**src/rtl/cpu_pkg.sv**
```systemverilog
// ---------------------------------------------------------------------------
// cpu_pkg
// Shared CPU datapath definitions.
//   wb_sel_e  : writeback source select (ALU, MEM, LUI, AUIPC, LINK); codes
//               5-7 are reserved and mean "accept and discard".
//   ld_size_e : load access size (BYTE, HALF, WORD); code 3 behaves as WORD.
//   LINK_OFS  : return-address offset added to the PC for jump-and-link.
// ---------------------------------------------------------------------------
package cpu_pkg;

  typedef enum logic [2:0] {
    WB_ALU   = 3'd0,
    WB_MEM   = 3'd1,
    WB_LUI   = 3'd2,
    WB_AUIPC = 3'd3,
    WB_LINK  = 3'd4
  } wb_sel_e;

  typedef enum logic [1:0] {
    LD_BYTE = 2'd0,
    LD_HALF = 2'd1,
    LD_WORD = 2'd2
  } ld_size_e;

  localparam int LINK_OFS = 4;

  // Codes above WB_LINK carry no result.
  function automatic logic sel_is_valid(input logic [2:0] sel);
    return sel <= 3'(WB_LINK);
  endfunction

endpackage

```
**src/rtl/wb_format.sv**
```systemverilog
// ---------------------------------------------------------------------------
// wb_format
// Purely combinational writeback result formatter: selects the result source
// and aligns/extends load data.  Kept separate so the load unit can reuse it.
// Ports:
//   i_sel   source select (wb_sel_e encoding, 5-7 reserved)
//   i_pc    instruction PC (zero-extended to XLEN)
//   i_imm   U-type immediate, already shifted
//   i_alu   ALU result
//   i_ramd  raw RAM word
//   i_ldsz  load size (ld_size_e, 3 treated as word)
//   i_ldu   1 = zero extend, 0 = sign extend
//   i_alo   load address low bits (byte lane)
//   o_data  formatted result (0 for reserved selects)
//   o_valid select carries a result
// ---------------------------------------------------------------------------
module wb_format
  import cpu_pkg::*;
#(
  parameter int XLEN = 32,
  parameter int PC_W = 12
) (
  input  logic [2:0]      i_sel,
  input  logic [PC_W-1:0] i_pc,
  input  logic [XLEN-1:0] i_imm,
  input  logic [XLEN-1:0] i_alu,
  input  logic [XLEN-1:0] i_ramd,
  input  logic [1:0]      i_ldsz,
  input  logic            i_ldu,
  input  logic [1:0]      i_alo,
  output logic [XLEN-1:0] o_data,
  output logic            o_valid
);

  logic [7:0]      w_byte;
  logic [15:0]     w_half;
  logic [XLEN-1:0] w_byte_ext;
  logic [XLEN-1:0] w_half_ext;
  logic [XLEN-1:0] w_load;
  logic [PC_W-1:0] w_link_pc;
  logic [XLEN-1:0] w_auipc;

  // Lane select: byte lane = alo, half lane = alo[1] (alo[0] ignored).
  assign w_byte = i_ramd[{i_alo, 3'b000} +: 8];
  assign w_half = i_ramd[{i_alo[1], 4'b0000} +: 16];

  assign w_byte_ext = {{(XLEN-8){~i_ldu & w_byte[7]}}, w_byte};
  assign w_half_ext = {{(XLEN-16){~i_ldu & w_half[15]}}, w_half};

  // Link address wraps inside the PC width before zero extension.
  assign w_link_pc = i_pc + PC_W'(LINK_OFS);
  assign w_auipc   = {{(XLEN-PC_W){1'b0}}, i_pc} + i_imm;

  always_comb begin
    w_load = i_ramd;
    case (i_ldsz)
      LD_BYTE: w_load = w_byte_ext;
      LD_HALF: w_load = w_half_ext;
      default: w_load = i_ramd;
    endcase
  end

  always_comb begin
    o_data = '0;
    case (i_sel)
      WB_ALU:   o_data = i_alu;
      WB_MEM:   o_data = w_load;
      WB_LUI:   o_data = i_imm;
      WB_AUIPC: o_data = w_auipc;
      WB_LINK:  o_data = {{(XLEN-PC_W){1'b0}}, w_link_pc};
      default:  o_data = '0;
    endcase
  end

  assign o_valid = sel_is_valid(i_sel);

endmodule

```
**src/rtl/wb_stage_q.sv**
```systemverilog
// ---------------------------------------------------------------------------
// wb_stage_q
// Writeback stage: formats each accepted result at enqueue time, buffers it
// in a DEPTH-entry FIFO and retires entries to the register-file write port
// under a valid/ready handshake.  Also forwards the oldest pending write and
// counts retired writes.
// Ports:
//   clk, rst            clock, synchronous active-high reset
//   in_valid/in_ready   enqueue handshake (in_ready = not full)
//   in_rd, in_sel, in_pc, in_imm, in_alu, in_ramd, in_ldsz, in_ldu, in_alo
//                       instruction result fields (see wb_format)
//   rf_we/rf_ready      dequeue handshake to the register file
//   rf_waddr, rf_wdata  head entry (held while empty)
//   fwd_valid/rd/data   copy of the register-file write port
//   busy                FIFO non-empty
//   wb_count            retired writes, wraps at 2^CNT_W
// All outputs come from registers; no input reaches an output combinationally.
// ---------------------------------------------------------------------------
module wb_stage_q
  import cpu_pkg::*;
#(
  parameter int XLEN  = 32,
  parameter int PC_W  = 12,
  parameter int DEPTH = 2,
  parameter int CNT_W = 16
) (
  input  logic             clk,
  input  logic             rst,
  input  logic             in_valid,
  output logic             in_ready,
  input  logic [4:0]       in_rd,
  input  logic [2:0]       in_sel,
  input  logic [PC_W-1:0]  in_pc,
  input  logic [XLEN-1:0]  in_imm,
  input  logic [XLEN-1:0]  in_alu,
  input  logic [XLEN-1:0]  in_ramd,
  input  logic [1:0]       in_ldsz,
  input  logic             in_ldu,
  input  logic [1:0]       in_alo,
  output logic             rf_we,
  input  logic             rf_ready,
  output logic [4:0]       rf_waddr,
  output logic [XLEN-1:0]  rf_wdata,
  output logic             fwd_valid,
  output logic [4:0]       fwd_rd,
  output logic [XLEN-1:0]  fwd_data,
  output logic             busy,
  output logic [CNT_W-1:0] wb_count
);

  localparam int AW = (DEPTH > 1) ? $clog2(DEPTH) : 1;
  localparam int CW = AW + 1;

  logic [XLEN-1:0]  w_fmt_data;
  logic             w_fmt_valid;

  logic [4:0]       r_mem_rd   [DEPTH];
  logic [XLEN-1:0]  r_mem_data [DEPTH];
  logic [AW-1:0]    r_wptr;
  logic [AW-1:0]    r_rptr;
  logic [CW-1:0]    r_count;
  logic [CNT_W-1:0] r_wb_count;
  logic [4:0]       r_out_rd;
  logic [XLEN-1:0]  r_out_data;

  logic             w_full;
  logic             w_empty;
  logic             w_accept;
  logic             w_push;
  logic             w_pop;
  logic [AW-1:0]    w_rptr_nx;
  logic [CW-1:0]    w_count_nx;
  logic             w_head_is_new;

  wb_format #(
    .XLEN (XLEN),
    .PC_W (PC_W)
  ) u_fmt (
    .i_sel   (in_sel),
    .i_pc    (in_pc),
    .i_imm   (in_imm),
    .i_alu   (in_alu),
    .i_ramd  (in_ramd),
    .i_ldsz  (in_ldsz),
    .i_ldu   (in_ldu),
    .i_alo   (in_alo),
    .o_data  (w_fmt_data),
    .o_valid (w_fmt_valid)
  );

  assign w_full  = (r_count == CW'(DEPTH));
  assign w_empty = (r_count == '0);

  // Full blocks acceptance even when a pop happens in the same cycle.
  assign w_accept = in_valid & ~w_full;
  // rd==0 and reserved selects are consumed without creating an entry.
  assign w_push   = w_accept & w_fmt_valid & (in_rd != 5'd0);
  assign w_pop    = ~w_empty & rf_ready;

  assign w_rptr_nx = w_pop ? r_rptr + AW'(1) : r_rptr;

  always_comb begin
    w_count_nx = r_count;
    case ({w_push, w_pop})
      2'b10:   w_count_nx = r_count + CW'(1);
      2'b01:   w_count_nx = r_count - CW'(1);
      default: w_count_nx = r_count;
    endcase
  end

  // The pushed entry becomes the head only if nothing else remains after
  // this cycle's pop.
  assign w_head_is_new = w_push & (r_count == CW'(w_pop));

  always_ff @(posedge clk) begin
    if (w_push) begin
      r_mem_rd[r_wptr]   <= in_rd;
      r_mem_data[r_wptr] <= w_fmt_data;
    end
  end

  always_ff @(posedge clk) begin
    if (rst) begin
      r_wptr     <= '0;
      r_rptr     <= '0;
      r_count    <= '0;
      r_wb_count <= '0;
      r_out_rd   <= '0;
      r_out_data <= '0;
    end else begin
      if (w_push) begin
        r_wptr <= r_wptr + AW'(1);
      end
      r_rptr  <= w_rptr_nx;
      r_count <= w_count_nx;
      if (w_pop) begin
        r_wb_count <= r_wb_count + CNT_W'(1);
      end
      // Registered head copy; holds the last value once the FIFO drains.
      if (w_count_nx != '0) begin
        if (w_head_is_new) begin
          r_out_rd   <= in_rd;
          r_out_data <= w_fmt_data;
        end else begin
          r_out_rd   <= r_mem_rd[w_rptr_nx];
          r_out_data <= r_mem_data[w_rptr_nx];
        end
      end
    end
  end

  assign in_ready  = ~w_full;
  assign rf_we     = ~w_empty;
  assign rf_waddr  = r_out_rd;
  assign rf_wdata  = r_out_data;
  assign fwd_valid = rf_we;
  assign fwd_rd    = r_out_rd;
  assign fwd_data  = r_out_data;
  assign busy      = ~w_empty;
  assign wb_count  = r_wb_count;

endmodule

```
**config.mk**
```make
export PLATFORM = sky130hd
export DESIGN_NAME = wb_stage_q
export DESIGN_NICKNAME = d
export VERILOG_FILES = /design/src/rtl/cpu_pkg.sv /design/src/rtl/wb_format.sv /design/src/rtl/wb_stage_q.sv
export SDC_FILE = /design/constraint.sdc
export NUM_CORES = 1
export LEC_CHECK = 0
export BUFFER_PORTS_ARGS = -buffer_cell sky130_fd_sc_hd__buf_2
export CORE_ASPECT_RATIO = 2
export CORE_UTILIZATION = 50
export CTS_CLUSTER_DIAMETER = 50
export DETAILED_ROUTE_END_ITERATION = 8
export HOLD_SLACK_MARGIN = 0.06
export PLACE_DENSITY = 0.76
export SLEW_MARGIN = 10
export SYNTH_ARGS = -nofsm -noshare
export SYNTH_HDL_FRONTEND = slang
export SYNTH_SLANG_ARGS = --single-unit
export TNS_END_PERCENT = 1
```
**constraint.sdc**
```tcl
create_clock -name clk -period 3.3 [get_ports clk]
set_input_delay 0.33 -clock clk [delete_from_list [all_inputs] [get_ports clk]]
set_output_delay 0.33 -clock clk [all_outputs]
set_load 0.005 [all_outputs]
```
# Word-level counts from Yosys, hierarchy flattened
# Memory sizes are Yosys's and may differ from the RTL's.
# Cells that the tools add are included.
# word_totals
ff_bits	57
ram_bits	74
in_bits	125
output_inout_bits	94
word_cells	50
n_memories	2
# mem_list
name	words	width	rd	rd_ports_with_merged_regs	wr	line_no	source
r_mem_data	2	32	1	0	1	wb_stage_q.sv:58	logic [XLEN-1:0] r_mem_data [DEPTH];
r_mem_rd	2	5	1	0	1	wb_stage_q.sv:57	logic [4:0] r_mem_rd [DEPTH];
# op_classes
add_sub_neg	7
order_cmp	1
n_eq_ne	9
shift	2
n_mux	8
bitwise	10
n_reduce_logical	5
# op_table
op	count
$pmux W32 S5	1
$pmux W32 S2	1
$add A12 B32 Y32	1
$mux W32	1
$shiftx A32 B6 Y16	1
$shiftx A32 B6 Y8	1
$add A16 B1 Y16 const B	1
$add A12 B3 Y12 const B	1
$and A1 B1 Y1	7
$eq A3 B2 Y1 const B	2
$mux W5	1
$reduce_bool A5 Y1	1
$eq A2 B1 Y1 const B	2
$eq A2 B2 Y1 const B	2
$logic_not A2 Y1	2
$pmux W2 S2	1
$eq A3 B1 Y1 const B	1
$eq A3 B3 Y1 const B	1
$le A3 B3 Y1 const B	1
$logic_not A3 Y1	1
$mux W1	3
$not A1 Y1	3
$add A1 B1 Y1 const B	2
$add A2 B1 Y2 const B	1
other kinds (3)	3

# Depth between registers and ports, before layout
# Gate-level depths: netlist of the first run.
# logic_depth
depth_word	8
mapped_depth	14
depth_no_buf	11

# By module
# Synthesis of the first run repeated with hierarchy kept, for this count alone.
# hier_totals
hier_cells	934
area_unflattened_um2	8974.9
# modules_own_cells
mod	instances	cells_per_inst	area_per_inst_um2	seq_area_each_um2
wb_stage_q	1	525	6257.3	3363.2
wb_format	1	409	2717.6	0.0

# Worst setup path after synthesis of the first run
# Ideal clock, no wire load.
# synth_path
path_type	reg2reg
from	register r_count[0]
to	memory r_mem_data[0][0], enable pin
setup_time_ps	431
arrival_ps	2431
required_ps	2869
setup_slack_ps	438
path_stages_with_launch	5
n_path_buf	0
period_less_slack_ps	2862
path_cell_list	dfxtp_1 nand2b_1 and3_1 nand2_1 nor2_1
# synth_between
elab_chain_len	7
# synth_lines
item	line_no	source
start: declaration	wb_stage_q.sv:61	logic [CW-1:0] r_count;
start signal: assignment	wb_stage_q.sv:135	r_count <= w_count_nx;
$eq A2 B2 Y1	wb_stage_q.sv:91	assign w_full = (r_count == CW'(DEPTH));
$not A1 Y1	--	
named net in_ready	wb_stage_q.sv:30	output logic in_ready,
$and A1 B1 Y1	wb_stage_q.sv:95	assign w_accept = in_valid & ~w_full;
$and A1 B1 Y1 (2 in series)	wb_stage_q.sv:97	assign w_push = w_accept & w_fmt_valid & (in_rd != 5'd0);
$mux W1	wb_stage_q.sv:116	if (w_push) begin
$mux W1 (implied by the code)	wb_stage_q.sv:118	r_mem_data[r_wptr] <= w_fmt_data;
end: declaration	wb_stage_q.sv:58	
# The timed path passes the listed nets, and every way through them passes these cells.

# Final worst setup path of the first run
# layout_path
from	register r_count[0]
to	register r_out_data[25] (netlist: fwd_data[25])
# layout_between
elab_chain_len	8
elab_cells_between_ends	19
cone_classes	2 x add/sub; 4 x eq/ne; 3 x mux; 7 x bitwise; 2 x reduce/logical; 1 x memory
# layout_lines
item	line_no	source
$eq A2 B2 Y1	wb_stage_q.sv:91	
$not A1 Y1	wb_stage_q.sv:95	
$and A1 B1 Y1	wb_stage_q.sv:95	
$and A1 B1 Y1 (2 in series)	wb_stage_q.sv:97	
$eq A2 B1 Y1 or $eq A2 B2 Y1 (tied branches)	wb_stage_q.sv:104	case ({w_push, w_pop})
$pmux W2 S2	wb_stage_q.sv:104	
$reduce_bool A2 Y1	wb_stage_q.sv:140	if (w_count_nx != '0) begin
end signal: assignment	wb_stage_q.sv:143	r_out_data <= w_fmt_data;
end signal: assignment	wb_stage_q.sv:146	r_out_data <= r_mem_data[w_rptr_nx];
end: declaration	wb_stage_q.sv:64	logic [XLEN-1:0] r_out_data;
# Several ways; a longest one is shown, not always the timed one.
# A chain may end at the register's enable or synchronous reset.

==> results by group, run 1 <==
CTS
  – # resized after CTS: 0
  – CTS H-Tree Depth: 4
  – Cts-stage hold buffer count: 0
  – Clk slew on worst S/H paths: 0.06 ns
  – CTS tree: yes
  – CTS buffer count: 17
  – Clock buffer depth: 2
  – Sink Count: 131
  – Postcts setup bufs: 0
  – Root buffer cell: clkbuf_16
  – Clock insertion delay at the later pin of the skew report: 0.42 ns

Place
  – RD Place Congestion: 1.07
  – IO Port Bufs: 218
  – Worst slack at placement: ~0.13 ns
  – Detailed placer's ending HPWL: 21.5 mm
  – Area post-placement: 0.00953 mm²

Floorplan
  – I/O pins: between 200 and 250
  – Starting density of the core: 51.5%
  – Core ar.: ~0.016 mm²
  – Row count: 66
  – Die Wd: 93.8 µm
  – Die area: roughly 0.017 mm²
  – Chip height: 186 µm

Yosys
  – Register area share after synthesis: 39.9%
  – Mapped Cells: 956
  – Yosys top cell by area: edfxtp_1
  – EDFF count, synth: 74
  – FFs w/ async S/R, synth: 0%
  – Mean Syn Cell Area: slightly below 9 µm²
  – Synth unique cells: 76
  – Post-synthesis sequential element count: 131
  – Netlist Area Pre-Place: about 0.0084 mm²
  – Ranking of synthesized cells by area: edfxtp_1, dfxtp_1, nand2_1
  – Synth Net Count: 1097
  – Share of the synthesized area in the top cell type: 26.4%
  – Synth warn: 0
  – Main synth FF type: edfxtp_1

Run
  – Max Cap Violations: 0

Critical path
  – FF-to-FF path depth: 13
  – Worst R2R Start: r_count[0]
  – CP Capture Type: register
  – CP Class: reg -> reg
  – Setup crit start kind: register
  – Setup slack on the worst flop-to-flop path: 0.36 ns
  – Max Fanout on Critical Path: 8
  – Crit path DAT: 3.24 ns
  – Worst EP required: 3.59 ns
  – Reg2reg end: fwd_data[25]

Global routing
  – Number of global-route vias before repair: 7933
  – Initial antenna violation count: 1
  – Grt ovf: 0
  – Largest net degree at the start of global routing: 47
  – Global Route Usage Sum: 32.8%
  – First-pass GRT wire length: approximately 43 mm

Route
  – Via count: between 8000 and 9000
  – Antenna-violating nets left: 0
  – Routed WL: 28.3 mm
  – Initial drt markers: 533
  – Pre-Repair DR Iteration Count: 7
  – Via/cell ratio: 6.18
  – Wire length per cell: 21.0 µm
  – DRC: 0

Final layout
  – Post-layout util: 62.4%
  – Final standard cell area without fillers: roughly 0.010 mm²
  – Nets: 1270
  – Layout cells sized above 1: 27.7%
  – Fillcell total: approximately 1400
  – Area Growth Syn to Fin: 21.0%

STA
  – Peak Freq: 340 MHz
  – Clk_skew: between 0.006 and 0.007 ns
  – Slew headroom: 38.1%
  – Setup TNS: 0 ns
  – Period Utilization, post-route: 89.2%
  – Final hold violations: 0
  – Slew @ Worst Pin: 0.924 ns
  – Slew Limit Fails: 0
  – Min cycle time layout: 2.94 ns
  – Final setup fails: 0
  – RSZ-0062 raised after global routing: false
  – Worst Setup Slack, final: approximately 0.36 ns

Hold path
  – Hold wc startpoint: in_rd[0]
  – Hold path depth: 1
  – Min-delay worst type: in -> reg
  – Hold Crit Endpoint: r_mem_rd[1][0]

Power and ir drop
  – Pwr/cell area: 619 mW/mm²
  – Max VDD drop: 328 µV
  – Tot Pwr: 6.32 mW
  – Pleak: 4.37 nW

Outcome
  – Outcome: complete, no violations
final cells by class:
cell class / count / area (µm²) / area share (%)
multi-input cells: 715 / 4500 / 44.1
flip-flops and latches: 131 / 3360 / 33.0
inverters: 12 / 45.0 / 0.442
clock buffers: 17 / 425 / 4.17
diodes: 1 / 2.50 / 0.0245
well taps: 204 / 255 / 2.50
clock inverters: 15 / 238 / 2.33
repair buffers: 252 / 1370 / 13.4
metrics by stage:
step                      hold slack (ns)  cells
after global placement              0.450   1314
after CTS                           0.114   1346
after floorplan                     0.429    956
after detailed placement            0.454   1314
final                               0.126   1347
after global routing                0.122   1347
cell families (layout without fill, tap and decap cells):
| group | count (synthesis) | after routing | share of synthesized area, % |
|---|---|---|---|
| buf+inv | 110 | 296 | 6.99 |
| simple gates | 380 | 380 | 20.7 |
| xor+xnor | 41 | 41 | 4.26 |
| compound gates | 229 | 229 | 19.1 |
| mux | 49 | 49 | 6.49 |
| fa+ha+maj | 16 | 16 | 2.47 |
| flops | 131 | 131 | 39.9 |
| other cells | 0 | 1 | 0 |
cell usage after synthesis, types with 8 or more instances:
| cell | number |
|---|---|
| a21oi_1 | 62 |
| nand3_1 | 47 |
| inv_1 | 11 |
| buf_4 | 39 |
| clkbuf_1 | 39 |
| edfxtp_1 | 74 |
| and3_1 | 12 |
| nor3_1 | 11 |
| a31oi_1 | 14 |
| o221ai_1 | 10 |
| nand2_1 | 158 |
| xnor2_1 | 23 |
| o211ai_1 | 21 |
| and2_1 | 8 |
| mux2_2 | 12 |
| dfxtp_1 | 57 |
| nor2_1 | 77 |
| ha_1 | 15 |
| o21ai_0 | 33 |
| nand2b_1 | 13 |
| buf_2 | 12 |
| o22ai_1 | 10 |
| a221oi_1 | 12 |
| xor2_1 | 18 |
| nand4_1 | 16 |
| mux2i_1 | 34 |
registers in the layout (all words and copies together) (netlist names):
register    flops
r_mem_rd       10
fwd_rd          5
r_wptr          1
wb_count       16
fwd_data       32
r_mem_data     64
r_count         2
r_rptr          1
where the power goes:
group / switching (mW) / leakage (nW) / internal (mW) / total (mW)
Combinational: 1.17 / 2.90 / 0.833 / 2.00
Clock: 0.719 / 0.314 / 1.41 / 2.13
Sequential: 0.187 / 1.16 / 2.00 / 2.19
Total: 2.07 / 4.37 / 4.24 / 6.32
how the worst max path moves through the flow:
stage          startpoint          endpoint  cells after the start
2_1_floorplan  r_count[0]  r_mem_data[0][0]                      4
3_3_place_gp    in_sel[0]      fwd_data[24]                     13
3_5_place_dp    in_sel[1]      fwd_data[24]                     13
4_1_cts        r_count[0]      fwd_data[24]                     11
5_1_grt        r_count[0]      fwd_data[23]                     13
6_report       r_count[0]      fwd_data[25]                     13
layer usage:
| metal | vias up | part of all wire (%) | GRT usage, % | wire, µm |
|---|---|---|---|---|
| li1 | 3835 | - | - | - |
| met2 | 476 | 51 | 56.4 | 14500 |
| met4 | 0 | 7.1 | 22.8 | 2020 |
| met1 | 3907 | 35 | 36.2 | 9970 |
| met3 | 113 | 6.7 | 5.47 | 1890 |
| met5 | - | 0 | 0 | 0 |
worst max-delay path, cell delays in order (launching register included):
cell      delay [ns]
dfxtp_1         0.46
nand2b_1        0.17
and3_1          0.18
nand2_1         0.08
ha_1            0.35
nor2b_1         0.17
a21oi_1         0.11
buf_4           0.14
o221a_2         0.35
nand2_1         0.19
buf_4           0.21
a21oi_1         0.05
a221oi_1        0.24
o21ai_1         0.12
layout by cell type (no fill, tap or decap), types with 4 or more instances in the layout:
cell and n:
nor3_1 11, dfxtp_1 57, and2_1 8, inv_1 11, buf_2 218, bufinv_16 6
xnor2_1 22, nand2b_1 13, buf_4 32, xor2_1 17, ha_1 15, o21ai_0 33
o221ai_1 10, nor4_1 4, nand3b_1 4, a221oi_1 12, a32o_1 5, a21oi_1 62
and3_1 12, a31oi_1 14, mux2_2 12, nor2b_1 7, nand4_1 16, mux2i_1 34
edfxtp_1 74, nor2_1 75, o21a_1 4, o22ai_1 10, clkbuf_16 17, a311oi_1 4
nor3b_1 7, nand2_1 158, or3_1 5, a21o_1 5, o211ai_1 21, a221o_1 7
nand3_1 47
Note: power is estimated with default switching activity, not from simulation.
==> inputs of run 2 (changes only) <==
--- a/config.mk
+++ b/config.mk
@@ -6,12 +6,10 @@
 export NUM_CORES = 1
 export LEC_CHECK = 0
-export BUFFER_PORTS_ARGS = -buffer_cell sky130_fd_sc_hd__buf_2
 export CORE_ASPECT_RATIO = 2
 export CORE_UTILIZATION = 50
 export CTS_CLUSTER_DIAMETER = 50
 export DETAILED_ROUTE_END_ITERATION = 8
+export DONT_BUFFER_PORTS = 1
 export HOLD_SLACK_MARGIN = 0.06
-export PLACE_DENSITY = 0.76
-export SLEW_MARGIN = 10
 export SYNTH_ARGS = -nofsm -noshare
 export SYNTH_HDL_FRONTEND = slang
==> constraint.sdc (replaced) <==
create_clock -name clk -period 3.3 [get_ports clk]
set_input_delay 0.33 -clock clk [delete_from_list [all_inputs] [get_ports clk]]
set_output_delay 0.33 -clock clk [all_outputs]
set_load 0.1 [all_outputs]
==> run 2 against run 1 <==
Effect of this change:
- first-iteration DRC count decreased by 1.1%
- wire length is 3.7% higher
- sequential share of layout area rose by 3.7 points
- global-route usage increased by 1.2 points
- cell count down 15%
- clock power shrank 2%
- hold slack got worse by 0.039 ns
- critical path type unchanged
- critical endpoint is now fwd_data[29]
- largest cell class unchanged
==> results by group, run 2 (same netlist as run 1, synthesis figures left out) <==
Final layout
  – Fillcell total: 1484 (+4.1%)
  – Footprint of the multi-input gates: 0.00450 mm² (unchanged)
  – Sequential Area: 0.00341 mm² (+1.4%)
  – Nets: 1076 (-15%)
  – Area Growth Syn to Fin: 10.3%
  – Non-Filler Instances: 1149 (-15%)
  – Most flops, register: r_mem_data
  – Layout cells sized above 1: 15.3% (-12 points)
  – Max FFs per register: 64 (unchanged)
  – Final standard cell area without fillers: 0.00930 mm² (-8.8%)
  – Most frequent cells in the layout: nand2_1, nor2_1, edfxtp_1
  – Most common cell after layout, fill and taps aside: nand2_1

Place
  – Area post-placement: 0.00854 mm² (-10%)
  – RD Place Congestion: 1.06 (-1.5%)
  – Worst slack at placement: 0.203 ns (+0.0768 ns)
  – Placed Cells: 1106 (-16%)
  – Detailed placer's ending HPWL: 22.4 mm (+4.3%)
  – IO Port Bufs: 0 (-100%)

Critical path
  – Setup crit start kind: register
  – Worst EP required: 3.64 ns (+0.05 ns)
  – CP Class: reg -> reg
  – Worst R2R Start: r_count[0]
  – FF-to-FF path depth: 10 (-3)
  – Max Fanout on Critical Path: 12 (+4)
  – CP Launch Point: r_count[0]
  – Crit path DAT: 3.25 ns (about the same)
  – CP Capture Type: register

CTS
  – CTS H-Tree Depth: 4 (unchanged)
  – Sink Count: 131 (unchanged)
  – Clock insertion delay at the later pin of the skew report: 0.46 ns (+0.04 ns)
  – Root buffer cell: clkbuf_16
  – Clock buffer depth: 3 (+1)
  – CTS buffer count: 25 (+8)
  – CTS tree: yes
  – Clk slew on worst S/H paths: 0.05 ns (about the same)

STA
  – Peak Freq: 344 MHz (+1.1%)
  – Slew Limit Fails: 0 (unchanged)
  – Period Utilization, post-route: 88.2% (-1.0 points)
  – Slew headroom: 26.9% (-11 points)
  – Hold Worst Slack: 0.0864 ns (-0.0393 ns)
  – Final setup fails: 0 (unchanged)
  – Slew @ Worst Pin: 1.10 ns (+0.172 ns)
  – Final hold violations: 0 (unchanged)
  – Clk_skew: 0.0148 ns (+0.00845 ns)
  – Min cycle time layout: 2.91 ns (-0.0332 ns)
  – Setup TNS: 0 ns (unchanged)
  – RSZ-0062 raised after global routing: false
  – Worst Setup Slack, final: 0.390 ns (+0.0332 ns)

Global routing
  – Grt ovf: 0 (unchanged)
  – Number of global-route vias before repair: 7688 (-3.1%)
  – Initial antenna violation count: 2 (+1)
  – Global Route Usage Sum: 34.1% (+1.2 points)
  – Largest net degree at the start of global routing: 49 (+4.3%)
  – First-pass GRT wire length: 43.7 mm (+2.5%)

Floorplan
  – Starting density of the core: 51.5% (unchanged)
  – I/O pins: 219 (unchanged)
  – Row count: 66 (unchanged)
  – Die Wd: 93.8 µm (unchanged)
  – Chip height: 186 µm (unchanged)
  – Core ar.: 0.0164 mm² (unchanged)
  – Die area: 0.0174 mm² (unchanged)

Hold path
  – Min-delay worst type: in -> reg
  – Hold path depth: 2 (+1)
  – Hold wc startpoint: in_imm[23]

Route
  – Antenna-violating nets left: 0 (unchanged)
  – Initial drt markers: 527 (-1.1%)
  – Routed WL: 29.4 mm (+3.7%)
  – DRC: 0 (unchanged)
  – Pre-Repair DR Iteration Count: 5 (-2)
  – Via count: 7474 (-10%)
  – Via/cell ratio: 6.50 (+5.2%)
  – Wire length per cell: 25.6 µm (+22%)

Power and ir drop
  – Pleak: 3.52 nW (-20%)
  – Pwr/cell area: 900 mW/mm² (+45%)
  – Max VDD drop: 369 µV (+12%)

Outcome
  – Outcome: complete, no violations

Run
  – Max Cap Violations: 0 (unchanged)
## run 2: cell types whose count changed in the layout (fill, tap and decap cells not counted), moves of 5 or more
cell / previous run / this run
buf_2: 218 / 0
dfxtp_1: 57 / 20
dfxtp_2: 0 / 37
buf_4: 32 / 44
clkbuf_16: 17 / 25
bufinv_16: 6 / 0
dlygate4sd3_1: 0 / 5
## run 2: repair_timing
action	in CTS	in global routing
hold endpoints to repair	44	0
gates resized for setup	0	0
hold buffers	6	0
setup buffers	0	0
## run 2: worst paths after layout
kind,slack [ns],to
min reg2reg,0.56,fwd_data[9]
max,0.39,fwd_data[29]
min,0.09,fwd_data[23]
max reg2reg,0.39,fwd_data[29]
## run 2: cell type report
cell class | instances | share of cell area (%)
sequential | 131 | 36.7
antenna | 4 | 0.108
inverter | 12 | 0.485
clock inverter | 3 | 0.148
clock buffer | 30 | 7.15
tap | 204 | 2.75
multi-input combinational | 715 | 48.4
timing repair buffer | 50 | 4.31
## run 2: metrics by stage
step | utilization [%] | total power [mW]
after global placement | 52.2 | 6.24
after global routing | 56.9 | 8.65
after detailed placement | 52.2 | 6.28
after floorplan | - | 5.96
after CTS | 56.8 | 8.39
final | 56.9 | 8.36
## run 2: routing by layer
| metal | up-vias | global-route usage (%) | wire length (µm) |
|---|---|---|---|
| li1 | 3430 | - | - |
| met1 | 3611 | 34.7 | 10100 |
| met2 | 357 | 62.3 | 15500 |
| met3 | 76 | 7.31 | 1980 |
| met4 | 0 | 20.1 | 1720 |
| met5 | - | 0 | 0 |
## run 2: power by group
part	total (mW)	switching (mW)	internal, mW
clock network	2.09	0.702	1.39
logic	2.02	1.43	0.589
registers	4.25	2.22	2.03
total	8.36	4.35	4.01
## run 2: worst max-delay path, cell delays in order, from the launching register on
cell      delay, ns
dfxtp_1        0.32
nand2b_1       0.14
and3_1         0.22
nand2_1        0.15
ha_1           0.38
nor2b_1        0.19
a21oi_1        0.09
o221a_2        0.37
nand2_1        0.41
o21ai_0        0.15
or3_1          0.35
==> inputs of run 3 (changes only) <==
Settings changed: CORE_UTILIZATION 50 to 60, PLACE_DENSITY set to 0.76.
==> run 3 against run 2 <==
Effect of this change:
- via count rose by 3.5%
- wire length decreased by 0.56%
- core utilization is 11 points higher
- clock power hardly changed
- hold slack lost 0.017 ns
- count of clock-buffer cells in the layout is 2 lower
- maximum frequency fell by 5.4%
- cell count decreased by 2.2%
- critical path type unchanged
==> results by group, run 3 (same netlist as run 1, synthesis figures left out) <==
Outcome
  – Outcome: complete, no violations

Final layout
  – Most frequent cells in the layout: nand2_1, nor2_1, edfxtp_1
  – Layout cells sized above 1: 15.3% (-0.025 points)
  – Most flops, register: r_mem_data
  – Nets: 1072 (-0.37%)
  – Most common cell after layout, fill and taps aside: nand2_1
  – Max FFs per register: 64 (unchanged)
  – Area Growth Syn to Fin: 9.92%

Global routing
  – Global Route Usage Sum: 39.9% (+5.9 points)
  – Grt ovf: 0 (unchanged)
  – Number of global-route vias before repair: 7758 (+0.91%)
  – Largest net degree at the start of global routing: 49 (unchanged)
  – First-pass GRT wire length: 43.2 mm (-1.2%)
  – Initial antenna violation count: 1 (-1)

Route
  – DRC: 0 (unchanged)
  – Routed WL: 29.2 mm (-0.56%)
  – Pre-Repair DR Iteration Count: 6 (+1)
  – Via/cell ratio: 6.88 (+5.8%)
  – Antenna-violating nets left: 0 (unchanged)
  – Initial drt markers: 623 (+18%)
  – Wire length per cell: 26.0 µm (+1.6%)
  – Via count: 7735 (+3.5%)

CTS
  – Sink Count: 131 (unchanged)
  – Root buffer cell: clkbuf_16
  – CTS H-Tree Depth: 4 (unchanged)
  – Clock buffer depth: 3 (unchanged)
  – Clk slew on worst S/H paths: 0.05 ns (about the same)
  – CTS buffer count: 25 (unchanged)
  – CTS tree: yes
  – Clock insertion delay at the later pin of the skew report: 0.46 ns (about the same)
  – Postcts setup bufs: 0 (unchanged)

Power and ir drop
  – Max VDD drop: 445 µV (+21%)
  – Sequential share of power: 50.6% (-0.3 points)
  – Clk pwr share: 25.2% (+0.2 points)
  – Pwr/cell area: 908 mW/mm² (+0.97%)
  – P_int: 4.02 mW (+0.20%)
  – Sw Share: 52.2% (+0.19 points)
  – Pleak: 3.51 nW (-0.22%)
  – Psw: 4.39 mW (+0.95%)
  – Logic pwr share: 24.1% (about the same)
  – Tot Pwr: 8.41 mW (+0.59%)

STA
  – Peak Freq: 325 MHz (-5.4%)
  – Final setup fails: 0 (unchanged)
  – Final hold violations: 0 (unchanged)
  – Slew headroom: 28.2% (+1.3 points)
  – Clk_skew: 0.00913 ns (-0.00566 ns)
  – Period Utilization, post-route: 93.2% (+5.0 points)
  – Slew Limit Fails: 0 (unchanged)
  – Slew @ Worst Pin: 1.08 ns (-0.0193 ns)
  – Min cycle time layout: 3.08 ns (+0.166 ns)
  – Worst Setup Slack, final: 0.223 ns (-0.166 ns)
  – RSZ-0062 raised after global routing: false
  – Hold Worst Slack: 0.0699 ns (-0.0166 ns)

Critical path
  – Worst EP required: 3.62 ns (-0.02 ns)
  – Max Fanout on Critical Path: 11 (-1)
  – Max incr delay on CP: 0.48 ns (+0.07 ns)
  – CP Capture Type: register
  – Setup crit start kind: register
  – Worst Path Buf+Inv: 1 (+1)
  – Crit-path leading delay family: simple AND/OR/NAND/NOR gates
  – CP Class: reg -> reg
  – Crit path DAT: 3.40 ns (+0.15 ns)
  – Critical path's most frequent cell: nand2_1
  – Slowest stage cell, crit path: dfxtp_1
  – Cells along the critical path: nand2b_1 -> and3_1 -> nand2_1 -> ha_1 -> nor2b_1 -> a21oi_1 -> o22a_1 -> nand2_1 -> nor2_1 -> buf_4 -> a221oi_1 -> o21ai_0

Place
  – IO Port Bufs: 0 (unchanged)
  – Worst slack at placement: 0.213 ns (+0.00995 ns)
  – RD Place Congestion: 1.05 (-1.2%)
  – Detailed placer's ending HPWL: 21.8 mm (-2.8%)

Floorplan
  – Starting density of the core: 62.0% (+10 points)
  – Die area: 0.0145 mm² (-16%)
  – Die Wd: 85.8 µm (-8.5%)
  – Core ar.: 0.0136 mm² (-17%)
  – Chip height: 170 µm (-8.6%)
  – I/O pins: 219 (unchanged)
  – Row count: 60 (-9.1%)

Run
  – Max Cap Violations: 0 (unchanged)

Hold path
  – Min-delay worst type: in -> reg
[run 3: changes by cell type in the layout (fill, tap and decap cells not counted), sizes merged]
cell,before,now
buf,45,41
clkinv,3,4
clkbuf,30,28
diode,4,2
[run 3: worst reg2reg max path, stage by stage (launching register included)]
cell and delay (ns):
dfxtp_1 0.48, nand2b_1 0.20, and3_1 0.23, nand2_1 0.16
ha_1 0.38, nor2b_1 0.20, a21oi_1 0.09, o22a_1 0.24
nand2_1 0.25, nor2_1 0.11, buf_4 0.20, a221oi_1 0.26
o21ai_0 0.15
[run 3: layout make-up]
type                       count  area, µm²
clock inverter                 4       18.8
clock buffer                  28        667
timing repair buffer          46        383
multi-input combinational    715       4500
fill                        1045       4330
inverter                      12       45.0
antenna                        2       5.00
sequential                   131       3410
tap                          186        233
[run 3: per-stage QoR]
step | instance area, µm² | instances | TNS (ns) | utilization, %
5_1_grt | 9260 | 1124 | 0 | 68.2
3_3_place_gp | 8500 | 1084 | 0 | 62.5
3_5_place_dp | 8500 | 1084 | 0 | 62.5
6_report | 9260 | 1124 | 0 | 68.2
2_1_floorplan | 8430 | 956 | -0.991 | -
4_1_cts | 9250 | 1122 | 0 | 68.1
[run 3: layer usage]
metal / global-route usage (%) / wire length [µm] / vias up
met1: 38.8 / 9470 / 3738
met2: 71.3 / 15100 / 445
met5: 0 / 0 / -
li1: - / - / 3432
met3: 10.8 / 2340 / 120
met4: 28.5 / 2260 / 0
[run 3: power groups by stage]
stage / logic (mW) / clock network [mW] / registers, mW
finish: 2.03 / 2.12 / 4.26
global route: 2.16 / 2.19 / 4.29
CTS: 2.01 / 2.12 / 4.26
detailed placement: 1.96 / 0 / 4.28
global placement: 1.91 / 0 / 4.27
floorplan: 2.61 / 0 / 3.35
[run 3: path summary, 6_finish.rpt]
check / start / end / slack [ns] / cells past startpoint
max: r_count[0] / fwd_data[13] / 0.22 / 12
min: in_imm[23] / fwd_data[23] / 0.07 / 2
max reg2reg: r_count[0] / fwd_data[13] / 0.22 / 12
min reg2reg: fwd_data[16] / fwd_data[16] / 0.54 / 2
[run 3: timing repair]
action,4_1_cts,5_1_grt
endpoints found under the hold margin,44,0
hold buffers,6,0
gates resized for setup,0,1
setup endpoints to repair,0,1
